### src/rtl/music_player_ctrl_if.sv
// Score ROM link: the controller presents a beat index, the ROM answers with two tones.
// Optional build macro used by the controller: MUSIC_PLAYER_MONO_EN.
interface music_player_ctrl_if;
    // No valid/ready: toneL/toneR are combinational ROM data for the current
    // ibeatNum and are taken as valid every cycle; a change is the only event.
    logic [11:0] ibeatNum;
    logic [31:0] toneL;
    logic [31:0] toneR;

    modport master (output ibeatNum, input toneL, input toneR);
    modport slave  (input ibeatNum, output toneL, output toneR);
endinterface

### src/rtl/music_player_ctrl.sv
// Beat sequencer, per-channel tone-to-half-period divider and square wave, I2S serialiser.
// Define MUSIC_PLAYER_MONO_EN to drop the right channel and send the left sample on both halves.
module music_tone_chan #(
    parameter int          CLK_HZ    = 100_000_000,
    parameter logic [15:0] AMPLITUDE = 16'h2000
) (
    input  logic        clk,
    input  logic        rst,
    input  logic        en,
    input  logic [31:0] tone,
    output logic [15:0] sample,
    output logic [1:0]  dbg_state,
    output logic [31:0] dbg_half
);
    typedef enum logic [1:0] {S_IDLE = 2'd0, S_DIV = 2'd1, S_DONE = 2'd2} state_t;

    state_t      state_q, state_d;
    logic [31:0] tone_q, tone_d;
    logic [31:0] half_q, half_d;
    logic [31:0] quo_q, quo_d;
    logic [32:0] rem_q, rem_d;
    logic [32:0] rem_sh;
    logic [4:0]  step_q, step_d;
    logic [31:0] wcnt_q, wcnt_d;
    logic        phase_q, phase_d;
    logic        half_wr;
    logic        muted;

    assign muted  = (half_q < 32'd2) || !en;
    // quo_q doubles as the dividend shift register; quotient bits enter from the right
    assign rem_sh = {rem_q[31:0], quo_q[31]};

    always_comb begin
        state_d = state_q;
        tone_d  = tone_q;
        half_d  = half_q;
        quo_d   = quo_q;
        rem_d   = rem_q;
        step_d  = step_q;
        half_wr = 1'b0;
        case (state_q)
            S_IDLE: begin
                if (tone != tone_q) begin
                    tone_d = tone;
                    if (tone == 32'd0) begin
                        half_d  = 32'd0;
                        half_wr = 1'b1;
                    end else begin
                        rem_d   = 33'd0;
                        quo_d   = 32'(CLK_HZ);
                        step_d  = 5'd0;
                        state_d = S_DIV;
                    end
                end
            end
            S_DIV: begin
                if (rem_sh >= {1'b0, tone_q}) begin
                    rem_d = rem_sh - {1'b0, tone_q};
                    quo_d = {quo_q[30:0], 1'b1};
                end else begin
                    rem_d = rem_sh;
                    quo_d = {quo_q[30:0], 1'b0};
                end
                step_d = step_q + 5'd1;
                if (step_q == 5'd31) state_d = S_DONE;
            end
            S_DONE: begin
                half_d  = {1'b0, quo_q[31:1]};
                half_wr = 1'b1;
                state_d = S_IDLE;
            end
            default: state_d = S_IDLE;
        endcase

        wcnt_d  = wcnt_q + 32'd1;
        phase_d = phase_q;
        if (muted || half_wr) begin
            wcnt_d  = 32'd0;
            phase_d = 1'b0;
        end else if (wcnt_q == half_q - 32'd1) begin
            wcnt_d  = 32'd0;
            phase_d = ~phase_q;
        end
    end

    always_ff @(posedge clk or posedge rst) begin
        if (rst) begin
            state_q <= S_IDLE;
            tone_q  <= 32'd0;
            half_q  <= 32'd0;
            quo_q   <= 32'd0;
            rem_q   <= 33'd0;
            step_q  <= 5'd0;
            wcnt_q  <= 32'd0;
            phase_q <= 1'b0;
        end else begin
            state_q <= state_d;
            tone_q  <= tone_d;
            half_q  <= half_d;
            quo_q   <= quo_d;
            rem_q   <= rem_d;
            step_q  <= step_d;
            wcnt_q  <= wcnt_d;
            phase_q <= phase_d;
        end
    end

    assign sample    = muted ? 16'd0 : (phase_q ? AMPLITUDE : (~AMPLITUDE + 16'd1));
    assign dbg_state = state_q;
    assign dbg_half  = half_q;
endmodule

module music_player_ctrl #(
    parameter int          CLK_HZ        = 100_000_000,
    parameter int          BEATS_PER_SEC = 8,
    parameter int          BEAT_LEN      = 64,
    parameter logic [15:0] AMPLITUDE     = 16'h2000
) (
    input  logic                clk,
    input  logic                rst,
    input  logic                en,
    input  logic                restart,
    music_player_ctrl_if.master rom,
    output logic                audio_mclk,
    output logic                audio_sck,
    output logic                audio_lrck,
    output logic                audio_sdin,
    output logic [1:0]          dbg_state_l,
    output logic [1:0]          dbg_state_r,
    output logic [31:0]         dbg_half_l,
    output logic [31:0]         dbg_half_r
);
    localparam logic [31:0] PRESC_MAX = 32'(CLK_HZ / BEATS_PER_SEC - 1);

    logic [31:0] presc_q, presc_d;
    logic [11:0] beat_q, beat_d;
    logic [8:0]  c_q, c_d;
    logic [15:0] frame_l_q, frame_l_d;
    logic [15:0] frame_r_q, frame_r_d;
    logic        sdin_q, sdin_d;
    logic [15:0] sample_l, sample_r;
    logic [15:0] sdin_word;

    always_comb begin
        presc_d = presc_q;
        beat_d  = beat_q;
        if (restart) begin
            presc_d = 32'd0;
            beat_d  = 12'd0;
        end else if (en) begin
            if (presc_q == PRESC_MAX) begin
                presc_d = 32'd0;
                beat_d  = (beat_q == 12'(BEAT_LEN - 1)) ? 12'd0 : beat_q + 12'd1;
            end else begin
                presc_d = presc_q + 32'd1;
            end
        end
    end

    music_tone_chan #(.CLK_HZ(CLK_HZ), .AMPLITUDE(AMPLITUDE)) u_chan_l (
        .clk(clk), .rst(rst), .en(en), .tone(rom.toneL),
        .sample(sample_l), .dbg_state(dbg_state_l), .dbg_half(dbg_half_l)
    );

`ifdef MUSIC_PLAYER_MONO_EN
    logic unused_tone_r;
    assign unused_tone_r = ^rom.toneR;
    assign sample_r      = sample_l;
    assign dbg_state_r   = 2'd0;
    assign dbg_half_r    = 32'd0;
`else
    music_tone_chan #(.CLK_HZ(CLK_HZ), .AMPLITUDE(AMPLITUDE)) u_chan_r (
        .clk(clk), .rst(rst), .en(en), .tone(rom.toneR),
        .sample(sample_r), .dbg_state(dbg_state_r), .dbg_half(dbg_half_r)
    );
`endif

    // sdin is registered from the current count, so it lags the sck falling edge by one clk
    assign sdin_word = c_q[8] ? frame_r_q : frame_l_q;

    always_comb begin
        c_d       = c_q + 9'd1;
        frame_l_d = frame_l_q;
        frame_r_d = frame_r_q;
        sdin_d    = sdin_word[4'd15 - c_q[7:4]];
        if (c_q == 9'd511) begin
            frame_l_d = sample_l;
            frame_r_d = sample_r;
        end
    end

    always_ff @(posedge clk or posedge rst) begin
        if (rst) begin
            presc_q   <= 32'd0;
            beat_q    <= 12'd0;
            c_q       <= 9'd0;
            frame_l_q <= 16'd0;
            frame_r_q <= 16'd0;
            sdin_q    <= 1'b0;
        end else begin
            presc_q   <= presc_d;
            beat_q    <= beat_d;
            c_q       <= c_d;
            frame_l_q <= frame_l_d;
            frame_r_q <= frame_r_d;
            sdin_q    <= sdin_d;
        end
    end

    assign rom.ibeatNum = beat_q;
    assign audio_mclk   = c_q[1];
    assign audio_sck    = c_q[3];
    assign audio_lrck   = c_q[8];
    assign audio_sdin   = sdin_q;
endmodule

### src/flat_wrapper.sv
// flat-port wrapper written by rule: the top's interface ports become plain ports
module music_player_ctrl_flat 
#(
    parameter int          CLK_HZ        = 100_000_000,
    parameter int          BEATS_PER_SEC = 8,
    parameter int          BEAT_LEN      = 64,
    parameter logic [15:0] AMPLITUDE     = 16'h2000
)
  (clk, rst, en, restart, audio_mclk, audio_sck, audio_lrck, audio_sdin, dbg_state_l, dbg_state_r, dbg_half_l, dbg_half_r, rom_ibeatNum, rom_toneL, rom_toneR);
  music_player_ctrl_if rom_i ();
  input  logic clk;
  input  logic rst;
  input  logic en;
  input  logic restart;
  output logic audio_mclk;
  output logic audio_sck;
  output logic audio_lrck;
  output logic audio_sdin;
  output logic [1:0] dbg_state_l;
  output logic [1:0] dbg_state_r;
  output logic [31:0] dbg_half_l;
  output logic [31:0] dbg_half_r;
  output wire logic [$bits(rom_i.ibeatNum)-1:0] rom_ibeatNum;
  input wire logic [$bits(rom_i.toneL)-1:0] rom_toneL;
  input wire logic [$bits(rom_i.toneR)-1:0] rom_toneR;
  assign rom_ibeatNum = rom_i.ibeatNum;
  assign rom_i.toneL = rom_toneL;
  assign rom_i.toneR = rom_toneR;
  music_player_ctrl #(.CLK_HZ(CLK_HZ), .BEATS_PER_SEC(BEATS_PER_SEC), .BEAT_LEN(BEAT_LEN), .AMPLITUDE(AMPLITUDE)) u_core (.clk(clk), .rst(rst), .en(en), .restart(restart), .rom(rom_i), .audio_mclk(audio_mclk), .audio_sck(audio_sck), .audio_lrck(audio_lrck), .audio_sdin(audio_sdin), .dbg_state_l(dbg_state_l), .dbg_state_r(dbg_state_r), .dbg_half_l(dbg_half_l), .dbg_half_r(dbg_half_r));
endmodule
### config.mk
export PLATFORM = sky130hd
export DESIGN_NAME = music_player_ctrl_flat
export DESIGN_NICKNAME = d
export VERILOG_FILES = /design/src/rtl/music_player_ctrl_if.sv /design/src/rtl/music_player_ctrl.sv /design/src/flat_wrapper.sv
export SDC_FILE = /design/constraint.sdc
export NUM_CORES = 1
export LEC_CHECK = 0
export ABC_AREA = 0
export ABC_CLOCK_PERIOD_IN_PS = 14400
export CORE_MARGIN = 2
export CORE_UTILIZATION = 25
export DETAILED_ROUTE_END_ITERATION = 6
export GPL_TIMING_DRIVEN = 0
export PLACE_DENSITY = 0.45
export SETUP_SLACK_MARGIN = 0.2
export SYNTH_ARGS = -nofsm -noshare
export SYNTH_HDL_FRONTEND = slang
export SYNTH_SLANG_ARGS = --single-unit
### constraint.sdc
create_clock -name clk -period 14.4 [get_ports clk]
set_input_delay 3.6 -clock clk [delete_from_list [all_inputs] [get_ports clk]]
set_output_delay 3.6 -clock clk [all_outputs]
set_load 0.02 [all_outputs]
==> results of run 1 <==
[Yosys cell counts, types with 8 or more instances]
library cell,instances,area share (%)
nand2b_1,16,0.44
o31ai_1,10,0.33
nor4b_1,9,0.35
a22oi_1,30,1.0
or4_1,12,0.40
a21oi_1,98,2.2
nand2_1,256,4.3
nor4_1,54,1.5
nor3b_1,8,0.27
mux2_2,10,0.50
o21a_1,12,0.40
nand4_1,50,1.4
mux2i_1,35,1.6
nor2_1,224,3.7
o21ai_0,223,5.0
clkbuf_1,98,1.6
nand3_1,65,1.4
a31oi_1,19,0.53
and2_1,9,0.25
xor2_1,144,5.6
inv_1,126,2.1
a21o_1,31,1.0
xnor2_1,136,5.3
and4_1,9,0.35
nor2b_1,21,0.58
and3_1,39,1.1
or3_1,11,0.31
a22o_1,97,3.8
o211ai_1,11,0.37
nor3_1,41,0.91
dfrtp_1,392,44
ha_1,76,4.2
o21bai_1,13,0.43
[worst max-delay path, delay by kind of cell]
kind,cells,cell delay [ns]
AO/OA/AOI/OAI,1,0.14
XOR/XNOR,1,0.38
buffers and inverters,3,1.69
AND/OR/NAND/NOR,6,1.40
[through the flow]
stage / area, um2 / total power, mW / setup WS [ns]
detailed placement: 25730 / 2.529 / 7.059
CTS: 27660 / 4.027 / 7.705
finish: 27660 / 3.977 / 7.597
global placement: 25510 / 2.511 / 2.489
global route: 27660 / 4.185 / 7.460
floorplan: 22550 / 2.067 / 5.526
[registers in the layout, summed over array words and instances, names as in the netlist]
register,cells
u_core.audio_sdin,1
u_core.c_q,9
u_core.frame_l_q,2
u_core.frame_r_q,2
u_core.presc_q,32
u_core.rom.ibeatNum,12
u_core.u_chan_l.dbg_half,31
u_core.u_chan_l.dbg_state,2
u_core.u_chan_l.phase_q,1
u_core.u_chan_l.quo_q,32
u_core.u_chan_l.rem_q,32
u_core.u_chan_l.step_q,5
u_core.u_chan_l.tone_q,32
u_core.u_chan_l.wcnt_q,32
u_core.u_chan_r.dbg_half,31
u_core.u_chan_r.dbg_state,2
u_core.u_chan_r.phase_q,1
u_core.u_chan_r.quo_q,32
u_core.u_chan_r.rem_q,32
u_core.u_chan_r.step_q,5
u_core.u_chan_r.tone_q,32
u_core.u_chan_r.wcnt_q,32
[power breakdown]
group / switching [mW] / internal [mW] / total, mW
Clock: 0.525 / 0.943 / 1.47
Sequential: 0.227 / 1.22 / 1.45
Combinational: 0.576 / 0.485 / 1.06
[area by class of cell]
| type | instances | area [um2] |
|---|---|---|
| Buffer | 111 | 462.9 |
| Clock inverter | 32 | 573.1 |
| Fill cell | 9367 | 62070 |
| Tap cell | 1176 | 1471 |
| Sequential cell | 392 | 9809 |
| Inverter | 126 | 476.7 |
| Timing Repair Buffer | 160 | 1712 |
| Multi-Input combinational cell | 1840 | 11800 |
| Clock buffer | 60 | 1359 |
[metal layers]
layer / part of all wire [%] / GRT usage (%) / vias to the layer above
met2: 46 / 24.17 / 414
met1: 47 / 20.58 / 9299
li1: - / - / 9163
met4: 3.3 / 5.250 / 0
met3: 4.0 / 2.103 / 110
met5: 0 / 0 / -
[path summary, 6_finish.rpt]
check,start,to,depth (start not counted)
max reg2reg,u_core.u_chan_r.dbg_half[15]$_DFFE_PP0P_,u_core.u_chan_r.wcnt_q[27]$_DFF_PP0_,12
max,rom_toneR[0],u_core.u_chan_r.quo_q[15]$_DFFE_PP0P_,11
max in group asynchronous,rst,u_core.u_chan_r.tone_q[22]$_DFFE_PP0P_,8
min in group asynchronous,rst,u_core.presc_q[4]$_DFFE_PP0P_,2
min reg2reg,u_core.c_q[0]$_DFF_PP0_,u_core.c_q[0]$_DFF_PP0_,1
min,u_core.c_q[0]$_DFF_PP0_,u_core.c_q[0]$_DFF_PP0_,1
[kinds of logic after synthesis]
kind of cell / synth area share, %
and+or+nand+nor: 18.12
AOI/OAI and AO/OA: 16.72
DFF: 43.52
xor gates and xnor gates: 10.88
buffers and inverters: 4.152
adders and majority gates: 4.396
muxes: 2.204
other: 0.01664
==> reports/results.txt, run 1 <==
Commonest non-fill, non-tap cells in the layout - dfrtp_1, nand2_1, nor2_1, o21ai_0, clkdlybuf4s50_1
TNS Setup - 0 ns
CP peak stage delay - 0.63 ns
CORE AREA - 0.08974 mm2
Hold Crit Class - reg -> reg
Vias in the first global route - 18700
Total setup buffers inserted after CTS - 0
Share of cells above drive strength 1 - 5.035%
Crit Path Max Fanout - 10
Global-route wire length before repair - 110.8 mm
Layout net count - 2827
1st-pass router iterations - 5
Drt wl/cell - 18.17 um
Total gr overflow - 0
Drc violations - 0
Largest net degree at the start of global routing - 42
Critical setup path kind - in -> reg
Status - finished clean
Gr usage total - 15.01%
Synthesis-to-layout area growth - 22.72%
Main synth FF type - dfrtp_1
Cell variety after synth - 78
Sequential-to-total area share from yosys stat - 43.52%
Top cell by count, worst path - nor2_1
Gate Count Post-Synth - 2468
Fin crit period - 6.803 ns
Yosys reg bits - 392
RePlAce Congestion - 0.8401
P_leak - 11.66 nW
Total wire length - 70.83 mm
H-tree lvl count - 2
Post-synth EDFFs - 0
FFs w/ async S/R, synth - 100.0%
Cts-stage hold buffer count - 0
TritonCTS clock tree - done
Clk sinks - 392
Total CTS buffers - 50
Site Rows - 110
Hpwl dp - 54.10 mm
Final hold vios - 0
Chip Width - 304.3 um
Core Util, Final - 30.83%
Worst VDD drop - 0.07348 mV
Rel. slew slack - 35.22%
Initial antenna violation count - 1
RSZ-0062 raised after global routing - false
Die Footprint - 0.09258 mm2
Die H - 304.3 um
Max Slew Vio Count - 0
Routed vias - 18990
Register-to-Register Setup Slack - 10.14 ns
Root Driver - clkbuf_16
Final setup viols - 0
PostCTS Resize Cnt - 0
# IOs - 152
Commonest non-fill, non-tap cell in the layout - dfrtp_1
Fmax - 147.0 MHz
# Max-Cap Violations - 0
Worst path slowest cell - clkbuf_1
Crit-path cells - clkdlybuf4s50_1, xnor2_1, nand4_1, nor4_1, nand2_1, nand2b_1, nor2_1, nor2_1, clkbuf_1, buf_1, a22oi_1
DR vias/cell - 4.872
Placed insts - 3805
Initial DRC count - 1258
Initial core utilization - 25.12%
Post-route insts no fill - 3897
Clock slew seen by the registers of the worst setup and hold paths - 0.05 ns
Yosys warnings - 0
Crit start category - primary input
Average size of a mapped cell - 9.134 um2
Pwr Density - 143.8 mW/mm2
Min Hold Slack - 0.4775 ns
Clk Latency, worst-skew pair - 0.61 ns
CTS Buffer Depth - 3
Synthesized cell area - 0.02254 mm2
Setup crit end kind - flop
Antenna Nets Post-Route - 0
Period utilisation layout - 47.25%
Antenna cell count - 0
IO Port Bufs - 149
Worst EP required - 14.82 ns
Clock Skews - 0.02661 ns
Arrival time worst endpoint - 7.23 ns
Slew @ Worst Pin - 0.9642 ns
No activity file was read; power rests on OpenSTA's default activity.
==> inputs of run 2 (changes only) <==
- ABC_CLOCK_PERIOD_IN_PS: 14400 -> 5900
- clock period: 14.4 -> 5.9 ns (I/O delays scaled with it)
==> results of run 2 <==
The final DEF is identical to that of run 1. Status: finished clean.
Main changes from that run: setup slack after placement 7.059 ns -> 0.6844 ns; setup slack after layout 7.597 ns -> 1.222 ns; register-to-register setup slack 10.14 ns -> 1.64 ns; total power 3.977 mW -> 9.706 mW; worst IR drop on VDD 0.07348 mV -> 0.1793 mV
==> inputs of run 3 (changes only) <==
- ABC_CLOCK_PERIOD_IN_PS: 5900 -> 4190
- clock period: 5.9 -> 4.19 ns (I/O delays scaled with it)
==> run 3 against run 2 <==
  * Sequential power is 41% higher
  * Sequential cell count unchanged
  * Hold slack about the same
  * Count of clock-buffer cells in the layout unchanged
  * First-iteration DRC count down 2.9%
  * Total power rose by 42%
  * Core utilization up 0.50 points
  * Final cell count increased by 0.49%
  * Sequential share of layout area fell by 0.55 points
  * Combinational power rose by 45%
  * Clock power up 41%
  * Final area rose by 1.6%
==> reports/results.txt, run 3 (synthesis results as in run 1) <==
Clk Latency, worst-skew pair - 0.61 ns
Fmax - 257.7 MHz
Met3 usage - 2.096%
Chip Width - 304.3 um
Synthesis-to-layout area growth - 24.71%
Rel. slew slack - 35.10%
Total CTS buffers - 50
Commonest non-fill, non-tap cell in the layout - dfrtp_1
Worst EP required - 4.67 ns
Global-route wire length before repair - 110.9 mm
Cts-stage hold buffer count - 0
1st-pass router iterations - 5
Total gr overflow - 0
Antenna cell count - 0
FF-to-FF End - u_core.u_chan_l.wcnt_q[12]$_DFF_PP0_
Hold Path End - u_core.c_q[0]$_DFF_PP0_
Setup crit end kind - flop
Worst r2r src - u_core.u_chan_l.dbg_half[2]$_DFFE_PP0P_
Register-to-Register Setup Slack - 0.31 ns
Drt wl/cell - 18.19 um
Hpwl dp - 54.10 mm
H-tree lvl count - 2
Pwr Total - 13.79 mW
TritonCTS clock tree - done
Site Rows - 110
Met1 GRT Util - 20.57%
Initial core utilization - 25.12%
Critical setup path kind - reg -> reg
Die Footprint - 0.09258 mm2
Final hold vios - 0
Max Slew Vio Count - 0
Worst hold start - u_core.c_q[0]$_DFF_PP0_
RSZ-0062 raised after global routing - true
Crit start category - flop
Antenna Nets Post-Route - 0
Layout net count - 2846
Total wire length - 71.25 mm
Fill cells - 9339
Worst path slowest cell - or4_4
Largest net degree at the start of global routing - 42
Status - finished clean
Min Hold Slack - 0.4774 ns
Clock slew seen by the registers of the worst setup and hold paths - 0.06 ns
Root Driver - clkbuf_16
CTS Buffer Depth - 3
Share of cells above drive strength 1 - 7.409%
RePlAce Congestion - 0.8401
GR Util met2 - 24.20%
Gr busiest metal - met2
Slew @ Worst Pin - 0.9660 ns
IO Port Bufs - 149
Clk sinks - 392
Die H - 304.3 um
Hold Crit Class - reg -> reg
Final setup viols - 0
Gr usage total - 15.02%
# IOs - 152
Clock Skews - 0.02843 ns
CP peak stage delay - 0.50 ns
CORE AREA - 0.08974 mm2
DR vias/cell - 4.882
Worst VDD drop - 0.2529 mV
Pwr Density - 490.6 mW/mm2
TNS Setup - 0 ns
Commonest non-fill, non-tap cells in the layout - dfrtp_1, nand2_1, o21ai_0, nor2_1, clkdlybuf4s50_1
WHS Path Cells - 1
# Max-Cap Violations - 0
Arrival time worst endpoint - 4.36 ns
Initial DRC count - 1222
P_leak - 11.84 nW
Drc violations - 0
Crit Path Max Fanout - 8
Worst Reg-to-Reg Cells - 16
Crit-path cells - buf_6, or4_4, buf_6, nor4_4, nand4_1, buf_4, buf_4, nor3_1, xnor2_1, nor4_4, nand4b_1, a2111oi_4, or3b_4, buf_12, clkbuf_16, nor2_2
Fin crit period - 3.880 ns
Initial antenna violation count - 1
Vias in the first global route - 18750
Routed vias - 19120
Period utilisation layout - 92.61%
## run 3: critical path: cells and delay by family (launching register included)
| kind | cells | cell delay (ns) |
|---|---|---|
| compound gates | 1 | 0.43 |
| buf+inv | 6 | 0.92 |
| flops | 1 | 0.40 |
| simple gates | 8 | 1.88 |
| xor+xnor | 1 | 0.14 |
## run 3: cell type report
cell class              count  area, um2  share of cell area [%]
flip-flops and latches    392       9813                   34.91
repair buffers            179       1907                   6.783
clock inverters            32      573.1                   2.038
inverters                 126      476.7                   1.696
well taps                1176       1471                   5.234
plain buffers             111      509.2                   1.811
multi-input cells        1840      12000                   42.70
clock buffers              60       1359                   4.834
## run 3: worst max path at each step
stage / cells past startpoint / start / slack, ns / endpoint
2_1_floorplan: 1 / rst / -2.13 / u_core.audio_sdin$_DFF_PP0_
3_3_place_gp: 2 / rst / -5.17 / u_core.u_chan_r.rem_q[17]$_DFFE_PP0P_
3_5_place_dp: 11 / rom_toneR[0] / -0.60 / u_core.u_chan_r.quo_q[14]$_DFFE_PP0P_
4_1_cts: 14 / u_core.u_chan_r.tone_q[1]$_DFFE_PP0P_ / 0.20 / u_core.u_chan_r.rem_q[27]$_DFFE_PP0P_
5_1_grt: 14 / u_core.u_chan_l.dbg_half[2]$_DFFE_PP0P_ / 0.13 / u_core.u_chan_l.wcnt_q[26]$_DFF_PP0_
6_report: 16 / u_core.u_chan_l.dbg_half[2]$_DFFE_PP0P_ / 0.31 / u_core.u_chan_l.wcnt_q[12]$_DFF_PP0_
## run 3: report_power, final
| part | switching, mW | internal [mW] | total (mW) |
|---|---|---|---|
| registers | 0.789 | 4.20 | 4.99 |
| clock network | 1.80 | 3.24 | 5.04 |
| logic | 2.02 | 1.73 | 3.76 |
## run 3: per-layer routing
layer / share of wire [%] / wire (um)
met5: 0 / 0
met4: 3.3 / 2334
met3: 4.1 / 2934
met2: 46 / 32740
met1: 47 / 33240
## run 3: timing repair
| action | 4_1_cts | 5_1_grt |
|---|---|---|
| pin swaps | 3 | 21 |
| gates cloned | 0 | 3 |
| resized for setup | 7 | 71 |
| buffers inserted | 3 | 13 |
| setup endpoints to repair | 92 | 117 |
## run 3: through the flow
step	util [%]	area, um2	instances	worst slack, ns
2_1_floorplan	-	22550	2469	-2.131
3_3_place_gp	28.43	25510	3794	-5.168
3_5_place_dp	28.68	25730	3805	-0.5981
4_1_cts	30.88	27710	3900	0.2028
5_1_grt	31.33	28110	3916	0.1292
6_report	31.33	28110	3916	0.3098
